[config.mk]
export PLATFORM = sky130hd
export DESIGN_NAME = mux_rr_arbiter_flat
export DESIGN_NICKNAME = d
export VERILOG_FILES = /design/src/rtl/mux_rr_arbiter_if.sv /design/src/rtl/mux_rr_arbiter.sv /design/src/flat_wrapper.sv
export SDC_FILE = /design/constraint.sdc
export NUM_CORES = 1
export LEC_CHECK = 0
export CORE_MARGIN = 2
export CORE_UTILIZATION = 47
export DETAILED_ROUTE_END_ITERATION = 7
export GPL_TIMING_DRIVEN = 0
export PLACE_DENSITY = 0.82
export SYNTH_ARGS = -nofsm -noshare
export SYNTH_HDL_FRONTEND = slang
export SYNTH_SLANG_ARGS = --single-unit
[constraint.sdc]
create_clock -name clk -period 5.01 [get_ports clk]
set_input_delay 1.002 -clock clk [delete_from_list [all_inputs] [get_ports clk]]
set_output_delay 1.002 -clock clk [all_outputs]
set_load 0.05 [all_outputs]
[src/rtl/mux_rr_arbiter_if.sv]
// ---------------------------------------------------------------------------
// mux_rr_arbiter_if
// Bus bundle between the requesters/consumer and the round-robin 8:1 mux.
//   req       : per-requester request lines (bit i = requester i)
//   data_in   : packed data words, requester i at [i*WIDTH +: WIDTH]
//   out_ready : consumer accepts out_data this cycle
//   out_valid : out_data/out_sel hold a granted transfer
//   out_data  : captured data word of the granted requester
//   out_sel   : index of the granted requester (mux select)
//   grant     : one-hot acknowledge on the completing cycle
//   xfer_cnt  : running count of completed transfers (wraps at 2^16)
// Modports: slave = arbiter side, master = requester/consumer side.
// ---------------------------------------------------------------------------
interface mux_rr_arbiter_if #(
  parameter int WIDTH = 8
);
  logic [7:0]         req;
  logic [8*WIDTH-1:0] data_in;
  logic               out_ready;
  logic               out_valid;
  logic [WIDTH-1:0]   out_data;
  logic [2:0]         out_sel;
  logic [7:0]         grant;
  logic [15:0]        xfer_cnt;

  modport slave (
    input  req,
    input  data_in,
    input  out_ready,
    output out_valid,
    output out_data,
    output out_sel,
    output grant,
    output xfer_cnt
  );

  modport master (
    output req,
    output data_in,
    output out_ready,
    input  out_valid,
    input  out_data,
    input  out_sel,
    input  grant,
    input  xfer_cnt
  );
endinterface

[src/rtl/mux_rr_arbiter.sv]
// ---------------------------------------------------------------------------
// mux_rr_arbiter
// Round-robin arbiter in front of a shared 8:1 data mux. In IDLE the first
// requesting bit at or above the rotating pointer wins; its data word is
// captured and presented with out_valid until the consumer takes it. The
// transfer then completes, the pointer moves past the winner and the block
// spends one IDLE cycle before arbitrating again.
// Ports:
//   clk   : single clock, rising edge
//   rst_n : asynchronous active-low reset
//   bus   : mux_rr_arbiter_if.slave (req, data_in, out_ready in;
//           out_valid, out_data, out_sel, grant, xfer_cnt out)
// Parameters:
//   WIDTH    : data word width per requester (must match the interface)
//   CNT_INIT : value xfer_cnt takes in reset (normally zero; a nonzero
//              value lets the counter wrap be exercised quickly)
// ---------------------------------------------------------------------------
module mux_rr_arbiter #(
  parameter int          WIDTH    = 8,
  parameter logic [15:0] CNT_INIT = 16'h0000
) (
  input  logic           clk,
  input  logic           rst_n,
  mux_rr_arbiter_if.slave bus
);

  typedef enum logic [0:0] {
    IDLE = 1'b0,
    BUSY = 1'b1
  } state_t;

  state_t           state_r;
  state_t           state_s;
  logic [2:0]       ptr_r;
  logic [2:0]       ptr_s;
  logic             valid_r;
  logic             valid_s;
  logic [WIDTH-1:0] data_r;
  logic [WIDTH-1:0] data_s;
  logic [2:0]       sel_r;
  logic [2:0]       sel_s;
  logic [15:0]      cnt_r;
  logic [15:0]      cnt_s;

  logic [2:0]       pick_s;
  logic [WIDTH-1:0] pick_data_s;
  logic             handshake_s;
  logic [7:0]       grant_s;

  // First set request bit found searching upward from base, wrapping 7->0.
  // The loop runs from the farthest offset down to offset 0 so the nearest
  // requester is the last assignment and therefore wins.
  function automatic logic [2:0] rr_pick(input logic [7:0] reqv,
                                         input logic [2:0] base);
    logic [2:0] idx;
    logic [2:0] pick;
    pick = base;
    for (int k = 7; k >= 0; k--) begin
      idx = base + 3'(k);
      if (reqv[idx]) begin
        pick = idx;
      end
    end
    return pick;
  endfunction

  // One-hot decode of a 3-bit requester index.
  function automatic logic [7:0] onehot8(input logic [2:0] idx);
    return 8'h01 << idx;
  endfunction

  // Arbitration winner and its data slice for the current request pattern.
  always_comb begin
    pick_s      = rr_pick(bus.req, ptr_r);
    pick_data_s = bus.data_in[32'(pick_s) * WIDTH +: WIDTH];
  end

  // A transfer completes only while a captured word is actually on offer;
  // out_ready alone never counts.
  always_comb begin
    handshake_s = valid_r & bus.out_ready;
    if (handshake_s) begin
      grant_s = onehot8(sel_r);
    end else begin
      grant_s = 8'h00;
    end
  end

  // Next-state and next-register computation for the IDLE/BUSY FSM.
  always_comb begin
    state_s = state_r;
    ptr_s   = ptr_r;
    valid_s = valid_r;
    data_s  = data_r;
    sel_s   = sel_r;
    cnt_s   = cnt_r;
    case (state_r)
      IDLE: begin
        if (bus.req != 8'h00) begin
          sel_s   = pick_s;
          data_s  = pick_data_s;
          valid_s = 1'b1;
          state_s = BUSY;
        end else begin
          state_s = IDLE;
        end
      end
      BUSY: begin
        // Captured word and select are frozen here regardless of req or
        // data_in, so a withdrawn request still delivers its data.
        if (handshake_s) begin
          ptr_s   = sel_r + 3'd1;
          valid_s = 1'b0;
          cnt_s   = cnt_r + 16'd1;
          state_s = IDLE;
        end else begin
          state_s = BUSY;
        end
      end
      default: begin
        valid_s = 1'b0;
        state_s = IDLE;
      end
    endcase
  end

  // State and output registers; reset drops any pending transfer.
  always_ff @(posedge clk or negedge rst_n) begin
    if (!rst_n) begin
      state_r <= IDLE;
      ptr_r   <= 3'd0;
      valid_r <= 1'b0;
      data_r  <= '0;
      sel_r   <= 3'd0;
      cnt_r   <= CNT_INIT;
    end else begin
      state_r <= state_s;
      ptr_r   <= ptr_s;
      valid_r <= valid_s;
      data_r  <= data_s;
      sel_r   <= sel_s;
      cnt_r   <= cnt_s;
    end
  end

  assign bus.out_valid = valid_r;
  assign bus.out_data  = data_r;
  assign bus.out_sel   = sel_r;
  assign bus.xfer_cnt  = cnt_r;
  assign bus.grant     = grant_s;

endmodule

[src/flat_wrapper.sv]
// flat-port wrapper written by rule: the top's interface ports become plain ports
module mux_rr_arbiter_flat 
#(
  parameter int          WIDTH    = 8,
  parameter logic [15:0] CNT_INIT = 16'h0000
)
  (clk, rst_n, bus_req, bus_data_in, bus_out_ready, bus_out_valid, bus_out_data, bus_out_sel, bus_grant, bus_xfer_cnt);
  mux_rr_arbiter_if #(.WIDTH(WIDTH)) bus_i ();
  input  logic clk;
  input  logic rst_n;
  input wire logic [$bits(bus_i.req)-1:0] bus_req;
  input wire logic [$bits(bus_i.data_in)-1:0] bus_data_in;
  input wire logic [$bits(bus_i.out_ready)-1:0] bus_out_ready;
  output wire logic [$bits(bus_i.out_valid)-1:0] bus_out_valid;
  output wire logic [$bits(bus_i.out_data)-1:0] bus_out_data;
  output wire logic [$bits(bus_i.out_sel)-1:0] bus_out_sel;
  output wire logic [$bits(bus_i.grant)-1:0] bus_grant;
  output wire logic [$bits(bus_i.xfer_cnt)-1:0] bus_xfer_cnt;
  assign bus_i.req = bus_req;
  assign bus_i.data_in = bus_data_in;
  assign bus_i.out_ready = bus_out_ready;
  assign bus_out_valid = bus_i.out_valid;
  assign bus_out_data = bus_i.out_data;
  assign bus_out_sel = bus_i.out_sel;
  assign bus_grant = bus_i.grant;
  assign bus_xfer_cnt = bus_i.xfer_cnt;
  mux_rr_arbiter #(.WIDTH(WIDTH), .CNT_INIT(CNT_INIT)) u_core (.clk(clk), .rst_n(rst_n), .bus(bus_i));
endmodule
# Word-level counts from Yosys, hierarchy flattened
# Cells that the tools add are included.
# Widths: inputs -> output; s select.
# word_totals
regBits,32
output_inout_bits,36
elab_cells,64
# classes
add_sub_neg,9
order_cmp,8
eq_ne,2
shift,2
mux,31
bitwise_logic,2
reduce_logical,4
# ops
operator,n
$shiftx 64x7->8,1
$lt 3x4->1 const B,8
$bmux 1 s3,8
$mux 3,8
$add 16x1->16 const B,1
$add 3x3->3 const B,4
$mux 1,12
$mux 8,1
$reduce_bool 8->1,1
$shl 1x3->8 const A,1
$add 3x1->3 const B,2
$add 3x2->3 const B,2
$reduce_and 2->1,3
$pmux 1 s2,2
$ne 2x1->1 const B,1
$ne 2x2->1 const B,1
$and 1x1->1,1
$not 1->1,1

# Longest topological paths before layout
# depth
word_depth,12
ltp_mapped,17

# Worst setup path after synthesis
# OpenSTA, ideal clock, no wires.
# synth_timing
kind,flip-flop to flip-flop
from,register u_core.ptr_r[0]
to,register u_core.data_r[1] (netlist: u_core.bus.out_data[1])
arrival_time_ns,3.448
required_time_ns,4.879
setup_slack_ns,1.431
path_stages_with_launch,17
n_path_buf,5
period_less_slack_ns,3.579
cell_sequence,dfrtp_1 > buf_6 > buf_6 > inv_1 > ha_1 > buf_2 > buf_6 > mux2_1 > a222oi_1 > or3b_1 > a2bb2oi_1 > a21oi_2 > a31oi_4 > buf_4 > mux4_2 > nand2_1 > o211ai_2
# synth_between
elab_chain_len,12
elab_cells_between_ends,32
cone_classes,add/sub: 7; shift: 1; mux: 24
# synth_lines
item,line_no,rtl
start: declaration,mux_rr_arbiter.sv:34,logic [2:0] ptr_r;
start signal: assignment,mux_rr_arbiter.sv:138,ptr_r <= ptr_s;
$add 3x3->3,mux_rr_arbiter.sv:59,idx = base + 3'(k);
$bmux 1 s3,mux_rr_arbiter.sv:60,if (reqv[idx]) begin
$mux 1 (implied by the code),mux_rr_arbiter.sv:60,
$mux 3 (7 in series),mux_rr_arbiter.sv:60,
$mux 3 *,mux_rr_arbiter.sv:60,
$shiftx 64x7->8 *,mux_rr_arbiter.sv:75,pick_data_s = bus.data_in[32'(pick_s) * WIDTH +: WIDTH];
end signal: assignment,mux_rr_arbiter.sv:140,data_r <= data_s;
end: declaration,mux_rr_arbiter.sv:38,logic [WIDTH-1:0] data_r;
# Every way passes the cells marked *; elsewhere a longest branch is shown, timed or not. The select of a mux whose other input is x is not followed.
# A chain may end at the register's enable or synchronous reset.

# Worst setup path after layout
# layout_timing
from,register u_core.ptr_r[0]
to,register u_core.data_r[5] (netlist: u_core.bus.out_data[5])
# Same word-level chain as after synthesis.

==> results.toml <==
[critical_path]
cp-start-kind = "flop"
reg2reg_depth = 17
timing_worst_setup_path_type = "reg2reg"
cp.required_ns = 5.17
rrSetupSlack_ns = 0.76
rr_startpoint = "u_core.ptr_r[0]"
worstPathArrival_ns = 4.41
r2r-end = "u_core.bus.out_data[5]"
crit_path_max_fanout = 10
cp-end-kind = "flop"

[pwr]
p_switching_mw = 1.706
irDropWorstVdd_mv = 0.4056
pwr-share-comb_pct = 80.6
power_frac_seq_pct = 12.2
p_clk_share_pct = 7.2
internal_power_mw = 1.736
swShare_pct = 49.55
cellPowerDensity_nw_per_um2 = 739.2
p_leak_nw = 1.939

[clock_network]
cts.sinks = 32
cts_root_buffer = "clkbuf_8"
clock_latency_ns = 0.28
hold_buffers = 0
tritoncts = "done"
cts-resized-gates = 0
clkTransAtPathRegs_ns = 0.07
numCtsBuffers = 5
cts_setup_buffers = 0
max-clock-path-buffers = 2
htree_levels = 2

[place]
place_inst = 545
gp_congestion = 0.9405
port_buffers = 110
hpwl_um = 7656

[die]
core_area_um2 = 6832
die_area_um2 = 7773
io-pin-count = 111
rows = 30
start_util_pct = 48.74
die_w_um = 88.17
die_h_um = 88.17

[drt]
route.detailed.drc = 0
ant_nets = 0
avgRoutedWirePerCell_um = 17.72
drt-initial-drc-count = 280
routed_wl_um = 9801
dr.pass1.iters = 4
vias_per_cell = 5.837
vias = 3228

[sta]
setup_violations = 0
rsz0062_at_grt = "false"
hold_viol = 0
period_needed_ns = 4.253
setup_tns_ns = 0
slew_headroom_pct = 53.66
fin_skew_ns = 0.006330
max_freq_mhz = 235.1
post-route-period-util_pct = 84.89
tightest_slew_ns = 0.6952
maxSlewViolCount = 0

[synth]
synth.cell_area_um2 = 3329
synth_cell_type_count = 68
syn-num-nets = 423
ys_top_cells_by_area = "dfrtp_1 24%, mux4_2 8.8%, mux2_2 5.7%"
yosysTopAreaCell = "dfrtp_1"
post-synth-top-count-cell = "nand2_1"
avgSynthCellArea_um2 = 9.821
yosysSeqAreaShare_pct = 24.05
ys_seq_elements = 32
synth_common_cells = "40 x nand2_1, 32 x dfrtp_1, 17 x and3_1, 17 x mux2_2, 15 x inv_1"
yosysTopAreaCellShare_pct = 24.05
ys.warnings.count = 0
synthArstFlopShare_pct = 100.0
synth_edf_count = 0
synthCells = 339
ys.flop_type = "dfrtp_1"

[layout]
antenna_cells = 0
final_nets = 540
finish.utilization_pct = 68.17
final_cells = 553
area_growth_pct = 39.87
drive_gt1_share_pct = 15.54

[min_path]
hp-start = "u_core.bus.xfer_cnt[15]"
min_path_cells = 1
min_path_type = "reg2reg"
hold_end = "u_core.bus.xfer_cnt[15]"

[status]
status = "complete, no violations"

[grt]
grt_overflow = 0
antenna_found_initial = 0
grt_first_pass_wirelength_um = 15080
grt_pass1_vias = 2985
grt_max_degree = 33
track_usage_pct = 24.97

[flow_run]
drv_cap = 0
==> cells in the final DEF, fill, tap and decap left out, types with 11 or more instances in the layout <==
cell type        netlist  routed
a22oi_1               14      14
and3_1                17      17
clkdlybuf4s50_1        0     109
dfrtp_1               32      32
inv_1                 15      15
mux2_2                17      17
mux2i_1               11      11
mux4_2                13      13
nand2_1               40      40
nor2_1                14      14
xnor2_1               11      11
==> power groups by stage <==
stage	logic (mW)	registers [mW]	clock network (mW)
after CTS	2.76	0.420	0.248
final	2.77	0.421	0.246
after global routing	2.97	0.434	0.259
after floorplan	1.91	0.629	0
after detailed placement	2.74	0.424	0
after global placement	2.70	0.419	0
==> how the worst max path moves through the flow <==
stage / endpoint / cells past startpoint / from
floorplan: u_core.bus.out_data[1] / 16 / u_core.ptr_r[0]
global placement: u_core.bus.out_data[1] / 11 / bus_req[5]
detailed placement: u_core.bus.out_data[2] / 12 / bus_req[4]
CTS: u_core.bus.out_data[5] / 17 / u_core.ptr_r[0]
global route: u_core.bus.out_data[5] / 17 / u_core.ptr_r[0]
finish: u_core.bus.out_data[5] / 17 / u_core.ptr_r[0]
==> cell families (layout without fill, tap and decap cells) <==
| logic type | after synthesis | after routing | share of synthesized area, % |
|---|---|---|---|
| muxes | 50 | 50 | 22.36 |
| xor gates and xnor gates | 19 | 19 | 5.449 |
| DFF | 32 | 32 | 24.05 |
| buffers and inverters | 39 | 157 | 6.764 |
| and+or+nand+nor | 112 | 112 | 17.59 |
| AOI/OAI and AO/OA | 78 | 78 | 20.41 |
| adders and majority gates | 9 | 9 | 3.382 |
==> per-layer routing <==
| metal | wire length (um) | share of wire, % | track usage, % |
|---|---|---|---|
| met2 | 4731 | 48 | 39.17 |
| met3 | 645 | 6.6 | 4.147 |
| met4 | 165 | 1.7 | 6.749 |
| met5 | 0 | 0 | 0 |
| met1 | 4259 | 43 | 35.81 |
==> state kept, by name, summed over array words and instances (netlist names) <==
name / count
u_core.bus.out_valid: 1
u_core.bus.xfer_cnt: 16
u_core.state_r: 1
u_core.bus.out_data: 8
u_core.ptr_r: 3
u_core.bus.out_sel: 3
==> stage by stage <==
step / setup WS [ns] / power (mW) / hold WS, ns / area (um2)
floorplan: 1.431 / 2.538 / 0.4918 / 3329
global placement: 0.7152 / 3.120 / 0.4575 / 4551
detailed placement: 0.6715 / 3.162 / 0.4725 / 4546
CTS: 0.7659 / 3.423 / 0.4847 / 4657
global route: 0.5423 / 3.667 / 0.4889 / 4657
finish: 0.7569 / 3.442 / 0.4744 / 4657
==> final cells by class <==
type                    instances  area (um2)
clock buffers                   5       68.82
fillers                       548        2175
clock inverters                 3       42.54
well taps                      96       120.1
multi-input cells             268        2303
repair buffers                110        1096
inverters                      15       56.30
plain buffers                  24       168.9
flip-flops and latches         32       800.8
==> worst max-delay path, cell delays in order, from the launching register on <==
cell,delay [ns]
dfrtp_1,0.37
buf_6,0.17
buf_6,0.16
inv_1,0.14
ha_1,0.30
buf_2,0.22
buf_6,0.19
mux2_1,0.35
a222oi_1,0.42
or3b_1,0.39
a2bb2oi_1,0.20
a21oi_2,0.10
a31oi_4,0.32
buf_4,0.24
buf_4,0.18
o2111ai_1,0.12
o211ai_1,0.14
nand2_1,0.10
Note: power is estimated with default switching activity, not from simulation.
==> edit: new RTL, same settings <==
`WIDTH` is set to 8 in 3 places; all go to 10.
--- a/src/rtl/mux_rr_arbiter_if.sv
+++ b/src/rtl/mux_rr_arbiter_if.sv
@@ -14,3 +14,3 @@
 interface mux_rr_arbiter_if #(
-  parameter int WIDTH = 8
+  parameter int WIDTH = 10
 );
--- a/src/rtl/mux_rr_arbiter.sv
+++ b/src/rtl/mux_rr_arbiter.sv
@@ -18,3 +18,3 @@
 module mux_rr_arbiter #(
-  parameter int          WIDTH    = 8,
+  parameter int          WIDTH    = 10,
   parameter logic [15:0] CNT_INIT = 16'h0000
--- a/src/flat_wrapper.sv
+++ b/src/flat_wrapper.sv
@@ -3,3 +3,3 @@
 #(
-  parameter int          WIDTH    = 8,
+  parameter int          WIDTH    = 10,
   parameter logic [15:0] CNT_INIT = 16'h0000
Ports: changed (resized bus_data_in and bus_out_data); port bits go from 111 to 129. No check against the original RTL was run, so the function may have changed too.
==> edit against the original RTL <==
Worst setup slack better by 0.31 ns; area after synthesis fell by 2.5%; total power rose by 0.78%; worst hold slack better by 0.0066 ns; sequential cell count up 2; utilization increased by 1.1 points; cell area is 0.46% higher; wire length increased by 4.5%; largest cell class unchanged; highest routed layer unchanged.
==> edit: results (changes against the original RTL) <==
[status]
status=complete, no violations

[placement]
place_ws_ns=0.792  ; +0.121 ns
dpl_cell_area_um2=4580  ; +0.83%
place_inst=556  ; +2.0%
dp_hpwl_mm=7.80  ; +1.9%
port_buffers=124  ; +13%

[synth]
ys_top_cells_by_area=dfrtp_1 (26%), mux2i_1 (7.7%), mux4_2 (6.9%)
ys_seq_area_share_pct=26.2  ; +2.2 points
yosys-top-cells-count=nand2_1 (53), dfrtp_1 (34), mux2i_1 (25), nor2_1 (25), nand3_1 (16)
synth.avg_cell_area_um2=9.22  ; -6.1%

[global_routing]
grt_pass1_vias=3214  ; +7.7%
grt_usage_pct=26.7  ; +1.7 points
grt_max_degree=35  ; +6.1%
grt_first_pass_wirelength_mm=16.0  ; +6.0%

[cells_and_area]
inv_count=13  ; -2
multiInputGateArea_um2=2210  ; -4.1%
clkbuf_count=6  ; +1
final_net_count=583  ; +8.0%
layout-drive-gt1-share_pct=13.8  ; -1.7 points
final_core_util_pct=69.2  ; +1.1 points
comb.multi_input.count=281  ; +4.9%
buf_share_pct=29.4  ; +2.2 points

[detailed_routing]
drt-total-wl_mm=10.2  ; +4.5%
via_per_inst=5.88  ; +0.66%

[sta]
finalCritPeriodShare_pct=78.7  ; -6.2 points
hold_slack_ns=0.481  ; +0.00656 ns
worst_slew_pin_slew_ns=0.760  ; +0.0644 ns
skew_ns=0.00402  ; -0.00231 ns

[critical_path]
r2r_setup_slack_ns=1.14  ; +0.38 ns
critical_path_class=input pin to register
reg2reg_depth=12  ; -5
arrival_ns=4.11  ; -0.30 ns

-- edit: changes by cell type after synthesis, sizes merged, moves of 6 or more --
cell	before	now
a211oi	1	10
a32o	0	10
mux2	23	15
mux2i	12	27
nand2	40	53
nand3	5	16
nor2	15	25
o2111ai	6	0
o2bb2ai	1	10
-- edit: critical path: stages --
cell	delay, ns
clkdlybuf4s50_1	0.58
mux4_2	0.64
mux2i_2	0.30
o21ai_0	0.18
a2111o_1	0.47
a21boi_2	0.18
nand3_1	0.35
o2bb2ai_1	0.34
a211oi_2	0.06
-- edit: cell families (layout without fill, tap and decap cells) --
kind of cell    count (synthesis)  in the layout  synth area share (%)
compound gates                 78             78                  20.7
xor+xnor                       18             18                  4.86
fa+ha+maj                       9              9                  3.47
buf+inv                        37            169                  5.78
flops                          34             34                  26.2
mux                            52             52                  20.8
simple gates                  124            124                  18.2
-- edit: final timing paths --
kind | to | from
setup reg to reg | u_core.bus.out_data[6] | u_core.ptr_r[1]
max in group asynchronous | u_core.bus.xfer_cnt[5] | rst_n
hold / removal | u_core.bus.xfer_cnt[15] | u_core.bus.xfer_cnt[15]
min in group asynchronous | u_core.bus.xfer_cnt[15] | rst_n
setup / recovery | u_core.bus.out_data[6] | bus_req[4]
hold reg to reg | u_core.bus.xfer_cnt[15] | u_core.bus.xfer_cnt[15]
-- edit: per-layer routing --
layer / routed length [um] / GRT usage (%) / part of all wire, %
met4: 170 / 6.01 / 1.7
met3: 660 / 5.12 / 6.4
met5: 0 / 0 / 0
met1: 4350 / 35.6 / 42
met2: 5070 / 45.0 / 49
-- edit: where the power goes --
part	switching [mW]	internal, mW
clock network	0.104	0.110
logic	1.64	1.17
registers	0.0832	0.365
total	1.83	1.64
